===== config.mk =====
export PLATFORM = sky130hd
export DESIGN_NAME = ipv4_vlg_rx_disp
export DESIGN_NICKNAME = d
export VERILOG_FILES = /design/src/rtl/ipv4_vlg_rx_disp.sv
export SDC_FILE = /design/constraint.sdc
export NUM_CORES = 1
export LEC_CHECK = 0
export BUFFER_PORTS_ARGS = -buffer_cell sky130_fd_sc_hd__clkbuf_2
export CAP_MARGIN = 5
export CORE_MARGIN = 3
export CORE_UTILIZATION = 43
export CTS_CLUSTER_DIAMETER = 200
export DETAILED_ROUTE_END_ITERATION = 8
export GPL_TIMING_DRIVEN = 0
export PLACE_DENSITY = 0.76
export SETUP_SLACK_MARGIN = 0.1
export SLEW_MARGIN = 20
export SYNTH_ARGS = -nofsm -noshare
export SYNTH_HDL_FRONTEND = slang
export SYNTH_SLANG_ARGS = --single-unit

===== constraint.sdc =====
create_clock -name clk -period 1.8 [get_ports clk]
set_clock_uncertainty 0.2 [all_clocks]
set_input_delay 0.09 -clock clk [delete_from_list [all_inputs] [get_ports clk]]
set_output_delay 0.09 -clock clk [all_outputs]
set_load 0.02 [all_outputs]

===== src/rtl/ipv4_vlg_rx_disp.sv =====
// Receive dispatcher: routes each IPv4 payload to the consumer whose protocol matches, drops unmatched packets.
// Latency: 1 cycle, all outputs registered. Optional statistics enabled by macro ETH_VLG_RX_DISP_STATS_EN.
// Backpressure: none; one byte accepted every cycle, sof mid-packet aborts the packet in flight.
module ipv4_vlg_rx_disp #(
    parameter int                  N     = 3,
    parameter int                  W     = 32,
    parameter logic [N-1:0][7:0]   PROTO = {8'd6, 8'd17, 8'd1}
) (
    input  logic                 clk,
    input  logic                 rst,
    input  logic [7:0]           proto_in,
    input  logic [W-1:0]         meta_in,
    input  logic [7:0]           dat_in,
    input  logic                 val_in,
    input  logic                 sof_in,
    input  logic                 eof_in,
    input  logic                 err_in,
    output logic [N-1:0][W-1:0]  meta,
    output logic [7:0]           dat,
    output logic [N-1:0]         val,
    output logic [N-1:0]         sof,
    output logic [N-1:0]         eof,
    output logic [N-1:0]         err,
    output logic [N-1:0]         abt,
    output logic                 busy,
    output logic [15:0]          drop_cnt,
    output logic [15:0]          abt_cnt
);

    localparam int SW = (N > 1) ? $clog2(N) : 1;

    typedef enum logic [1:0] {IDLE, FWD, DROP} state_t;

    state_t         state, state_d;
    logic [SW-1:0]  sel_q, sel_d;
    logic [SW-1:0]  idx;
    logic           hit;
    logic [N-1:0]   val_d, sof_d, eof_d, err_d, abt_d;
    logic           load_meta;
    logic           drop_inc;

    // Protocol lookup; the lowest matching table index wins on duplicates.
    always_comb begin
        hit = 1'b0;
        idx = '0;
        for (int i = 0; i < N; i++) begin
            if (!hit && proto_in == PROTO[i]) begin
                hit = 1'b1;
                idx = SW'(i);
            end
        end
    end

    // Next-state and next-output decode; a sof is always evaluated as a fresh packet, aborting any in flight.
    always_comb begin
        state_d   = state;
        sel_d     = sel_q;
        val_d     = '0;
        sof_d     = '0;
        eof_d     = '0;
        err_d     = '0;
        abt_d     = '0;
        load_meta = 1'b0;
        drop_inc  = 1'b0;
        if (val_in) begin
            if (sof_in) begin
                if (state == FWD) begin
                    abt_d[sel_q] = 1'b1;
                end
                if (hit && !err_in) begin
                    sel_d       = idx;
                    val_d[idx]  = 1'b1;
                    sof_d[idx]  = 1'b1;
                    eof_d[idx]  = eof_in;
                    load_meta   = 1'b1;
                    state_d     = eof_in ? IDLE : FWD;
                end else begin
                    drop_inc    = 1'b1;
                    state_d     = eof_in ? IDLE : DROP;
                end
            end else begin
                case (state)
                    FWD: begin
                        val_d[sel_q] = 1'b1;
                        eof_d[sel_q] = eof_in;
                        err_d[sel_q] = err_in;
                        if (eof_in) state_d = IDLE;
                    end
                    DROP: begin
                        if (eof_in) state_d = IDLE;
                    end
                    default: ;
                endcase
            end
        end
    end

    // State, port select and registered output stage.
    always_ff @(posedge clk) begin
        if (rst) begin
            state <= IDLE;
            sel_q <= '0;
            val   <= '0;
            sof   <= '0;
            eof   <= '0;
            err   <= '0;
            abt   <= '0;
            dat   <= '0;
            busy  <= 1'b0;
        end else begin
            state <= state_d;
            sel_q <= sel_d;
            val   <= val_d;
            sof   <= sof_d;
            eof   <= eof_d;
            err   <= err_d;
            abt   <= abt_d;
            busy  <= (state_d != IDLE);
            if (|val_d) dat <= dat_in;
        end
    end

    // Per-port metadata, captured with that port's sof and held until its next sof.
    always_ff @(posedge clk) begin
        if (rst) begin
            meta <= '0;
        end else begin
            for (int i = 0; i < N; i++) begin
                if (load_meta && sel_d == SW'(i)) meta[i] <= meta_in;
            end
        end
    end

`ifdef ETH_VLG_RX_DISP_STATS_EN
    // Saturating drop and abort counters.
    always_ff @(posedge clk) begin
        if (rst) begin
            drop_cnt <= '0;
            abt_cnt  <= '0;
        end else begin
            if (drop_inc && drop_cnt != 16'hFFFF) drop_cnt <= drop_cnt + 16'd1;
            if ((|abt_d) && abt_cnt != 16'hFFFF)  abt_cnt  <= abt_cnt + 16'd1;
        end
    end
`else
    assign drop_cnt = '0;
    assign abt_cnt  = '0;
`endif

endmodule


==> results of run 1 <==
[stage by stage]
stage	area [µm²]	TNS, ns	setup WS (ns)
2_1_floorplan	4928	-13.75	-0.1713
3_3_place_gp	5954	-41.99	-0.5008
3_5_place_dp	5954	-44.78	-0.5337
4_1_cts	6990	0	0.09305
5_1_grt	7118	0	0.04682
6_report	7118	0	0.1213
[Yosys cell counts (all sizes together)]
library cell / n
inv: 5
or4b: 1
or3b: 1
nand3: 1
a211oi: 2
o21a: 1
a21oi: 99
a31oi: 2
nand2b: 19
a21o: 1
a22o: 1
dfxtp: 124
nand4bb: 1
nand3b: 4
o32ai: 1
nor3b: 1
or4: 4
and3: 1
nand2: 195
conb: 1
o21ai: 1
nor2: 18
clkbuf: 16
nor3: 4
a311oi: 1
a2111oi: 1
nor4: 5
buf: 54
ha: 1
nand4b: 1
mux2i: 8
[area by class of cell]
class                      instances  share of cell area (%)
buffer                            70                   6.855
tap                              136                   2.391
sequential                       124                   34.91
timing repair buffer             231                   20.71
clock inverter                     3                  0.2109
clock buffer                      24                   6.750
multi-input combinational        407                   27.91
inverter                           5                  0.2637
[sequential cells by signal, summed over array words and instances (netlist names)]
signal / flops
val: 3
sel_q: 2
err: 3
dat: 8
meta: 96
eof: 3
busy: 1
sof: 3
state: 2
abt: 3
[worst max path at each step]
stage / cells past startpoint / end / startpoint
after global placement: 7 / meta[85] / proto_in[5]
after floorplan: 7 / meta[66] / proto_in[5]
after CTS: 7 / dat[3] / state[1]
final: 7 / dat[3] / state[1]
after detailed placement: 7 / meta[84] / proto_in[5]
after global routing: 7 / dat[3] / state[1]
[per-layer routing]
metal	GRT usage (%)	vias up
met2	39.85	195
met4	7.461	0
met1	25.43	2221
li1	-	2370
met5	0	-
met3	7.826	20
[worst max-delay path: stages (launching register included)]
cell and delay, ns:
dfxtp_2 0.35, inv_2 0.05, ha_4 0.16, nand3b_1 0.17
nor2_2 0.10, nor3_4 0.23, buf_12 0.16, mux2i_1 0.18
[repair_timing]
action,in CTS,in global routing
hold endpoints to repair,120,16
hold buffers,52,4
pin swaps,2,4
gates resized for setup,0,19
setup buffers,1,3
endpoints found under the setup margin,38,95
[cells in the final DEF, fill, tap and decap left out, types with 2 or more instances in the layout]
cell	n
nand2_1	195
clkbuf_2	171
dfxtp_1	122
a21oi_1	99
dlygate4sd3_1	55
buf_4	37
conb_1	32
nand2b_1	19
clkbuf_1	18
nor2_1	17
clkbuf_16	16
buf_6	11
buf_2	9
mux2i_1	8
clkbuf_8	5
inv_1	4
nand3b_1	4
nor4_4	3
nor3_1	3
clkinv_2	3
or4_4	2
or4_1	2
a31oi_1	2
nor4_1	2
buf_12	2
dfxtp_2	2
[cells by family (layout without fill, tap and decap cells)]
| logic type | after synthesis | in the layout | share of synthesized area [%] |
|---|---|---|---|
| buffers and inverters | 75 | 333 | 10.36 |
| adder cells (fa/ha/maj) | 1 | 1 | 0.2603 |
| multiplexers | 8 | 8 | 1.666 |
| AO/OA/AOI/OAI | 110 | 110 | 12.16 |
| AND/OR/NAND/NOR | 256 | 256 | 23.82 |
| other | 1 | 32 | 0.07803 |
| flip-flops | 124 | 124 | 51.65 |
[report_power, final]
| part | internal [W] | switching [W] | total, W | leakage [nW] |
|---|---|---|---|---|
| registers | 0.00275 | 0.00000229 | 0.00275 | 0.999 |
| clock network | 0.00179 | 0.00110 | 0.00289 | 0.248 |
| logic | 0.000197 | 0.000228 | 0.000425 | 1.91 |
| total | 0.00474 | 0.00133 | 0.00607 | 3.16 |
==> impl_results.md, run 1 <==
- Status: finished with violations
- Failing checks: negative hold slack
- Reg area: 0.002485 mm²
- # DRC: 0
- Top routing layer used: met4
- Post-DP HPWL: about 10 mm
- Slew Limit Headroom: roughly three fifths
- Hold WS: -0.07086 ns
- CP max FO: 8
- Top post-synthesis cells by area: dfxtp_1, nand2_1, a21oi_1
- Filler cells: around 860
- Diodes inserted: 0
- Slew Limit Fails: 0
- VDD IR-drop max: just under 0.6 mV
- Yosys warns: 0
- Clock transition at the registers of the reported paths: approximately 0.060 ns
- WS Path Type: reg2reg
- Global-route wire length before repair: ~23 mm
- Vias: ~4,800
- Area share of the largest cell type after synthesis: 51.65%
- Hold WC Path Type: in2reg
- Clk buf depth: 2
- Number of vias per cell: between 4 and 5
- Die height: 111.7 µm
- Worst Path Required: 2.04 ns
- Placed instance count: approximately 910
- Nets: between 900 and 1,000
- Met3 Wirelength: roughly 1.3 mm
- CTS tree: built
- Pre-antenna DRT Iters: 4
- Library cells used by synthesis: 36
- RSZ-0062 raised after global routing: true
- M1 WL: slightly below 6 mm
- Drt initial violations: 255
- CTS Buf Count: 17
- Clock latency on the worst-skew pair: 0.52 ns
- Hold Startpoint: proto_in[1]
- # rows: 37
- Io pins: 206
- Reg2Reg Launch Point: state[1]
- Hold endpoint: sel_q[0]
- Core area: between 0.01 and 0.015 mm²
- Area used by multi-input combinational logic: between 0.0015 and 0.002 mm²
- Max Cap Viol: 0
- Crit. End Element: flop
- Internal reg-to-reg setup slack: between 0.1 and 0.15 ns
- Aggregate global routing overflow: 0
- Post-synthesis sequential area ratio: between 50% and 60%
- Reg2reg path depth: 7
- Overall Global Routing Usage: 22.59%
- Antenna viol nets, final: 0
- Initial antenna violation count: 0
- Wire per inst: between 10 and 15 µm
- Hold path cells: 5
- Flops & latches, synth: about 120
- Layout Utilization: 67.14%
- DIE AREA: 0.01248 mm²
- Initial Utilization: 45.33%
- Fin crit period: approximately 1.7 ns
- R2r endpoint: dat[3]
- Final period util: ~93%
- Routed WL: ~15 mm
- Routed met2 length: around 7.5 mm
- Largest net degree at the start of global routing: 17
- H-tree levels: 4
- PwrDens: approximately 850 mW/mm²
- IO Port Bufs: around 170
- Final hold viol count: 10
- Slew @ Worst Pin: 0.6059 ns
- Max Clock Freq: just under 600 MHz
- GP Congestion: 0.7952
- Area leader, netlist: dfxtp_1
- Mean Syn Cell Area: between 8 and 9 µm²
- Area grow syn2layout: 48.11%
- Cells after Synth: between 500 and 600
- Worst EP arrival: between 1.5 and 2 ns
- Vias in the first global route: 4,738
- Die Wd: 111.7 µm
- Clock sink count: around 120
- Clock root cell: clkbuf_8
- Tot Pwr: approximately 0.0061 W
- Final Setup Violations: 0
- Final Non-Filler Cells: ~1,000
- Post-Syn Area: about 0.0048 mm²
- Leak: 3.158 nW
- Layout cell share with drive strength beyond 1: a little under a third
- Startpoint types: flop
No activity file was read; power rests on OpenSTA's default activity.
==> inputs of run 2 (changes only) <==
--- a/config.mk
+++ b/config.mk
@@ -5,14 +5,14 @@
 export SDC_FILE = /design/constraint.sdc
 export NUM_CORES = 1
 export LEC_CHECK = 0
-export BUFFER_PORTS_ARGS = -buffer_cell sky130_fd_sc_hd__clkbuf_2
 export CAP_MARGIN = 5
 export CORE_MARGIN = 3
-export CORE_UTILIZATION = 43
+export CORE_UTILIZATION = 55
 export CTS_CLUSTER_DIAMETER = 200
 export DETAILED_ROUTE_END_ITERATION = 8
+export DONT_BUFFER_PORTS = 1
 export GPL_TIMING_DRIVEN = 0
-export PLACE_DENSITY = 0.76
+export PLACE_DENSITY = 0.73
 export SETUP_SLACK_MARGIN = 0.1
 export SLEW_MARGIN = 20
 export SYNTH_ARGS = -nofsm -noshare
==> constraint.sdc (replaced) <==
create_clock -name clk -period 1.8 [get_ports clk]
set_clock_uncertainty 0.2 [all_clocks]
set_input_delay 0.36 -clock clk [delete_from_list [all_inputs] [get_ports clk]]
set_output_delay 0.36 -clock clk [all_outputs]
set_load 0.02 [all_outputs]
==> run 2 against run 1 <==
  * The run ends with negative setup slack left
  * Flip-flop and latch count stayed put
  * Non-clock buffer count fell by 168
  * Final cell count is 20% lower
  * Critical endpoint is now meta[74]
  * Largest cell class unchanged
  * Largest power group unchanged
==> impl_results.md, run 2 (same netlist as run 1, synthesis figures left out) <==
- Top flop regs: meta x96, dat x8
- Worst Path Required: 1.97 ns (-0.07 ns)
- CP dominant cell by count: buf_8
- Internal reg-to-reg setup slack: 0.18 ns (+0.06 ns)
- Final hold viol count: 0 (-10)
- Final Non-Filler Cells: 805 (-20%)
- Slew Limit Headroom: 60.92% (+1.3 points)
- H-tree levels: 4 (unchanged)
- Layout cell share with drive strength beyond 1: 20.57% (-11 points)
- Antenna viol nets, final: 0 (unchanged)
- Slew @ Worst Pin: 0.5862 ns (-0.01973 ns)
- Max reg flops: 96 (unchanged)
- Filler cells: 556 (-35%)
- Hold WS: 0.01785 ns (+0.08871 ns)
- Leak: 2.493 nW (-21%)
- Post-route cell area: 0.006528 mm² (-8.3%)
- Worst setup margin: -0.06337 ns (-0.1847 ns)
- Crit. End Element: flop
- Slew Limit Fails: 0 (unchanged)
- Io pins: 206 (unchanged)
- WP buf/inv: 3 (+1)
- Area grow syn2layout: 35.82%
- Aggregate global routing overflow: 0 (unchanged)
- Clk buf depth: 2 (unchanged)
- # DRC: 0 (unchanged)
- VDD IR-drop max: 0.7137 mV (+20%)
- Initial Utilization: 57.62% (+12 points)
- Clock latency on the worst-skew pair: 0.51 ns (about the same)
- Overall Global Routing Usage: 26.61% (+4.0 points)
- Global-route wire length before repair: 20.71 mm (-9.0%)
- Number of vias per cell: 5.271 (+9.7%)
- CTS tree: built
- Routed WL: 13.75 mm (-7.2%)
- Most common cell after layout, fill and taps aside: nand2_1
- Placed instance count: 711 (-22%)
- PwrDens: 1003 mW/mm² (+18%)
- WS Path Type: in2reg
- Hold WC Path Type: in2reg
- Die Wd: 99.48 µm (-11%)
- Final period util: 103.5% (+10 points)
- Core area: 0.008341 mm² (-21%)
- Drt initial violations: 159 (-38%)
- DP Area: 0.005064 mm² (-15%)
- Status: finished with violations
- Pre-antenna DRT Iters: 5 (+1)
- Die height: 99.48 µm (-11%)
- Vias: 4,243 (-12%)
- GP Congestion: 0.8022 (+0.88%)
- Worst EP arrival: 2.03 ns (+0.11 ns)
- Startpoint types: input port
- Critical-path cell list: or4_4 -> buf_8 -> or4_4 -> buf_8 -> buf_8 -> nand2_1 -> a21oi_1
- Max Clock Freq: 536.7 MHz (-9.9%)
- Post-DP HPWL: 8.965 mm (-11%)
- Clock root cell: clkbuf_8
- Final Setup Violations: 55 (+55)
- TNS Setup: -1.487 ns (-1.487 ns)
- IO Port Bufs: 0 (-100%)
- Most frequent cells in the layout: nand2_1, dfxtp_1, a21oi_1, dlygate4sd3_1, buf_4
- RSZ-0062 raised after global routing: true
- Most flop-heavy register: meta
- CP delay by family, top: simple AND/OR/NAND/NOR gates
- Fin crit period: 1.863 ns (+0.1847 ns)
- Critical path's slowest cell: or4_4
- Layout Utilization: 78.26% (+11 points)
- Clock sink count: 124 (unchanged)
- Initial antenna violation count: 0 (unchanged)
- # rows: 33 (-11%)
- Wire per inst: 17.09 µm (+15%)
- Critical Path Max Stage Delay: 0.53 ns (+0.18 ns)
- DIE AREA: 0.009895 mm² (-21%)
- Vias in the first global route: 4,111 (-13%)
- CP max FO: 10 (+2)
- Nets: 743 (-18%)
- CTS Buf Count: 17 (unchanged)
- Clock transition at the registers of the reported paths: 0.06 ns (about the same)
- Largest net degree at the start of global routing: 17 (unchanged)
- Max Cap Viol: 0 (unchanged)
- Diodes inserted: 0 (unchanged)
- Failing checks: negative setup slack
-- run 2: cell count changes in the layout (fill, tap and decap cells not counted), sizes merged --
cell | previous run | this run
bufinv | 0 | 3
dlymetal6s4s | 1 | 0
clkinvlp | 0 | 4
buf | 59 | 67
clkbuf | 210 | 39
dlygate4sd3 | 55 | 48
-- run 2: report_power, final --
part | total (W) | leakage, nW | internal (W) | switching [W]
Combinational | 0.000351 | 1.21 | 0.000154 | 0.000197
Sequential | 0.00275 | 0.999 | 0.00275 | 0.00000535
Clock | 0.00344 | 0.288 | 0.00224 | 0.00119
-- run 2: metal layers --
| metal | GRT usage (%) | vias up | wire, µm | share of wire [%] |
|---|---|---|---|---|
| met1 | 30.08 | 1967 | 4954 | 36 |
| met3 | 11.15 | 25 | 1543 | 11 |
| li1 | - | 2048 | - | - |
| met5 | 0 | - | 0 | 0 |
| met4 | 8.929 | 0 | 236 | 1.7 |
| met2 | 45.35 | 203 | 7019 | 51 |
-- run 2: per-stage QoR --
stage	worst slack [ns]	total power, W
after CTS	-0.02598	0.006554
after global placement	-0.6594	0.003031
final	-0.06337	0.006544
after floorplan	-0.4413	0.003005
after detailed placement	-0.6779	0.003033
after global routing	-0.08167	0.006746
-- run 2: path summary, 6_finish.rpt --
path	from	endpoint	cells past startpoint
max reg2reg	state[0]	dat[3]	6
min	val_in	eof[0]	2
min reg2reg	state[1]	state[1]	1
max	proto_in[5]	meta[74]	7
-- run 2: timing repair --
item,in CTS,in global routing
endpoints found under the hold margin,118,1
setup endpoints to repair,97,110
gates resized for setup,11,48
pin swaps,5,4
buffers inserted,9,3
hold buffers,47,1
gates cloned,0,3
-- run 2: cell type report --
type                    instances  area [µm²]  share of cell area, %
clock inverters                10       138.9                  2.128
repair buffers                 63       658.1                  10.08
well taps                     105       131.4                  2.013
inverters                       5       18.77                 0.2875
flip-flops and latches        124        2484                  38.05
multi-input cells             407        2086                  31.95
clock buffers                  21       469.2                  7.188
plain buffers                  70       541.8                  8.300
-- run 2: worst register-to-register path: cells and delay by family, from the launching register on --
kind	cells	cell delay, ns
AND/OR/NAND/NOR	3	0.46
flip-flops	1	0.41
adder cells (fa/ha/maj)	1	0.17
buffers and inverters	1	0.15
multiplexers	1	0.11
==> inputs of run 3 (changes only) <==
--- a/config.mk
+++ b/config.mk
@@ -11,10 +11,13 @@
 export CTS_CLUSTER_DIAMETER = 200
 export DETAILED_ROUTE_END_ITERATION = 8
 export DONT_BUFFER_PORTS = 1
+export GPL_ROUTABILITY_DRIVEN = 0
 export GPL_TIMING_DRIVEN = 0
 export PLACE_DENSITY = 0.73
 export SETUP_SLACK_MARGIN = 0.1
+export SKIP_LAST_GASP = 1
 export SLEW_MARGIN = 20
 export SYNTH_ARGS = -nofsm -noshare
 export SYNTH_HDL_FRONTEND = slang
 export SYNTH_SLANG_ARGS = --single-unit
+export TNS_END_PERCENT = 20
==> run 3 against run 2 <==
  * The flow still finishes with violations (negative setup slack)
  * Via count increased by 1.7%
  * Count of clock-buffer cells in the layout decreased by 2
  * Largest cell class unchanged
  * Critical endpoint is now meta[75]
  * Critical path depth unchanged
  * Sequential share of layout area decreased by 0.75 points
  * Critical path type unchanged
  * First-iteration DRC count decreased by 3.8%
==> impl_results.md, run 3 (same netlist as run 1, synthesis figures left out) <==
- Leak: 2.533 nW (+1.6%)
- Final period util: 103.1% (-0.38 points)
- Clk buf depth: 2 (unchanged)
- Post-DP HPWL: 9.026 mm (+0.68%)
- Met3 Use GR: 11.01% (-0.14 points)
- Drt initial violations: 153 (-3.8%)
- CP max FO: 10 (unchanged)
- Initial antenna violation count: 0 (unchanged)
- Clock Power Share: 52.6% (about the same)
- Most flop-heavy register: meta
- Crit. End Element: flop
- Most frequent cells in the layout: nand2_1, dfxtp_1, a21oi_1, buf_4, dlygate4sd3_1
- Nets: 748 (+0.67%)
- Clock sink count: 124 (unchanged)
- Final Non-Filler Cells: 811 (+0.75%)
- Met2 Use GR: 44.83% (-0.52 points)
- Die height: 99.48 µm (unchanged)
- Sw Pwr: 0.001465 W (+4.8%)
- Startpoint types: input port
- Initial Utilization: 57.62% (unchanged)
- Clock latency on the worst-skew pair: 0.50 ns (about the same)
- Worst setup margin: -0.05657 ns (+0.006808 ns)
- Vias in the first global route: 4,067 (-1.1%)
- DIE AREA: 0.009895 mm² (unchanged)
- Post-route cell area: 0.006655 mm² (+2.0%)
- Final Setup Violations: 92 (+67%)
- # DRC: 0 (unchanged)
- Layout cell share with drive strength beyond 1: 21.39% (+0.82 points)
- DP Area: 0.005054 mm² (-0.20%)
- Critical path's slowest cell: or4_4
- Status: finished with violations
- Global-route wire length before repair: 20.60 mm (-0.50%)
- WS Path Type: in2reg
- Number of vias per cell: 5.323 (+0.99%)
- Filler cells: 548 (-1.4%)
- Critical-path cell list: or4_4 -> buf_8 -> or4_4 -> buf_8 -> buf_6 -> nand2_1 -> a21oi_1
- VDD IR-drop max: 0.7079 mV (-0.81%)
- Net Sw Frac: 22.33% (+0.98 points)
- Io pins: 206 (unchanged)
- RSZ-0062 raised after global routing: true
- Pre-antenna DRT Iters: 5 (unchanged)
- Diodes inserted: 0 (unchanged)
- Grt peak-use layer: met2
- Critical Path Max Stage Delay: 0.53 ns (about the same)
- Die Wd: 99.48 µm (unchanged)
- Final hold viol count: 0 (unchanged)
- Clock transition at the registers of the reported paths: 0.06 ns (about the same)
- Max Clock Freq: 538.6 MHz (+0.37%)
- PwrDens: 985.4 mW/mm² (-1.7%)
- Slew Limit Headroom: 52.18% (-8.7 points)
- Worst EP arrival: 2.02 ns (about the same)
- Failing checks: negative setup slack
- Seq pwr share: 42.0% (about the same)
- IO Port Bufs: 0 (unchanged)
- # rows: 33 (unchanged)
- CTS tree: built
- Largest net degree at the start of global routing: 17 (unchanged)
- Most common cell after layout, fill and taps aside: nand2_1
- Worst Path Required: 1.96 ns (about the same)
- Slew Limit Fails: 0 (unchanged)
- Routed WL: 14.20 mm (+3.3%)
- Overall Global Routing Usage: 26.49% (-0.12 points)
- Met1 GRT Util: 29.66% (-0.42 points)
- Core area: 0.008341 mm² (unchanged)
- Clock root cell: clkbuf_8
- Reg area: 0.002482 mm² (about the same)
- Antenna viol nets, final: 0 (unchanged)
- Max reg flops: 96 (unchanged)
- Combinational share of power: 5.4% (about the same)
- Aggregate global routing overflow: 0 (unchanged)
- Slew @ Worst Pin: 0.7173 ns (+0.1311 ns)
- Placed instance count: 711 (unchanged)
- Area used by multi-input combinational logic: 0.002142 mm² (+2.7%)
- H-tree levels: 4 (unchanged)
- CTS Buf Count: 17 (unchanged)
- Max Cap Viol: 0 (unchanged)
- Fin crit period: 1.857 ns (-0.006808 ns)
- Area grow syn2layout: 38.48%
- Wire per inst: 17.51 µm (+2.5%)
- Int Pwr: 0.005093 W (-1.0%)
- Top flop regs: meta x96, dat x8
- Vias: 4,317 (+1.7%)
- Hold WC Path Type: in2reg
-- run 3: worst paths after layout --
kind,from,to,slack [ns],cells past startpoint
hold reg to reg,state[1],state[1],0.29,1
setup reg to reg,state[1],dat[2],0.11,7
hold / removal,val_in,eof[0],0.02,2
setup / recovery,err_in,meta[75],-0.06,7
-- run 3: layout make-up --
cell class,instances,share of cell area (%)
Inverter,5,0.2820
Clock buffer,19,6.637
Sequential cell,124,37.30
Multi-Input combinational cell,407,32.19
Timing Repair Buffer,68,10.60
Clock inverter,13,2.482
Tap cell,105,1.974
Buffer,70,8.535
-- run 3: power by group through the flow --
stage	clock network [W]	logic, W	registers [W]
3_3_place_gp	0	0.000217	0.00281
6_report	0.00345	0.000355	0.00275
3_5_place_dp	0	0.000219	0.00281
4_1_cts	0.00347	0.000332	0.00275
2_1_floorplan	0	0.000192	0.00281
5_1_grt	0.00361	0.000380	0.00275
-- run 3: stage by stage --
stage	utilization (%)	worst slack, ns	hold slack [ns]	setup TNS, ns	power [W]
global placement	60.59	-0.6054	0.2639	-60.08	0.003031
detailed placement	60.59	-0.6339	0.2797	-62.07	0.003033
floorplan	-	-0.4413	0.2507	-43.19	0.003005
finish	79.79	-0.05657	0.01682	-1.520	0.006558
global route	79.79	-0.06151	0.02821	-2.473	0.006743
CTS	75.32	0.001542	-0.1498	0	0.006559
-- run 3: repair_timing --
action,in CTS,in global routing
endpoints found under the setup margin,100,107
hold endpoints to repair,118,3
buffers inserted,11,5
gates resized for setup,17,70
pin swaps,3,20
cloned,0,3
hold buffers,47,2
-- run 3: per-layer routing --
metal / wire, µm / up-vias
met4: 210 / 0
met5: 0 / -
met1: 5195 / 2046
met3: 1469 / 18
met2: 7329 / 192
li1: - / 2061
-- run 3: critical path: cells and delay by family --
kind,cells,cell delay [ns]
compound gates,1,0.07
buf+inv,3,0.45
simple gates,3,1.14
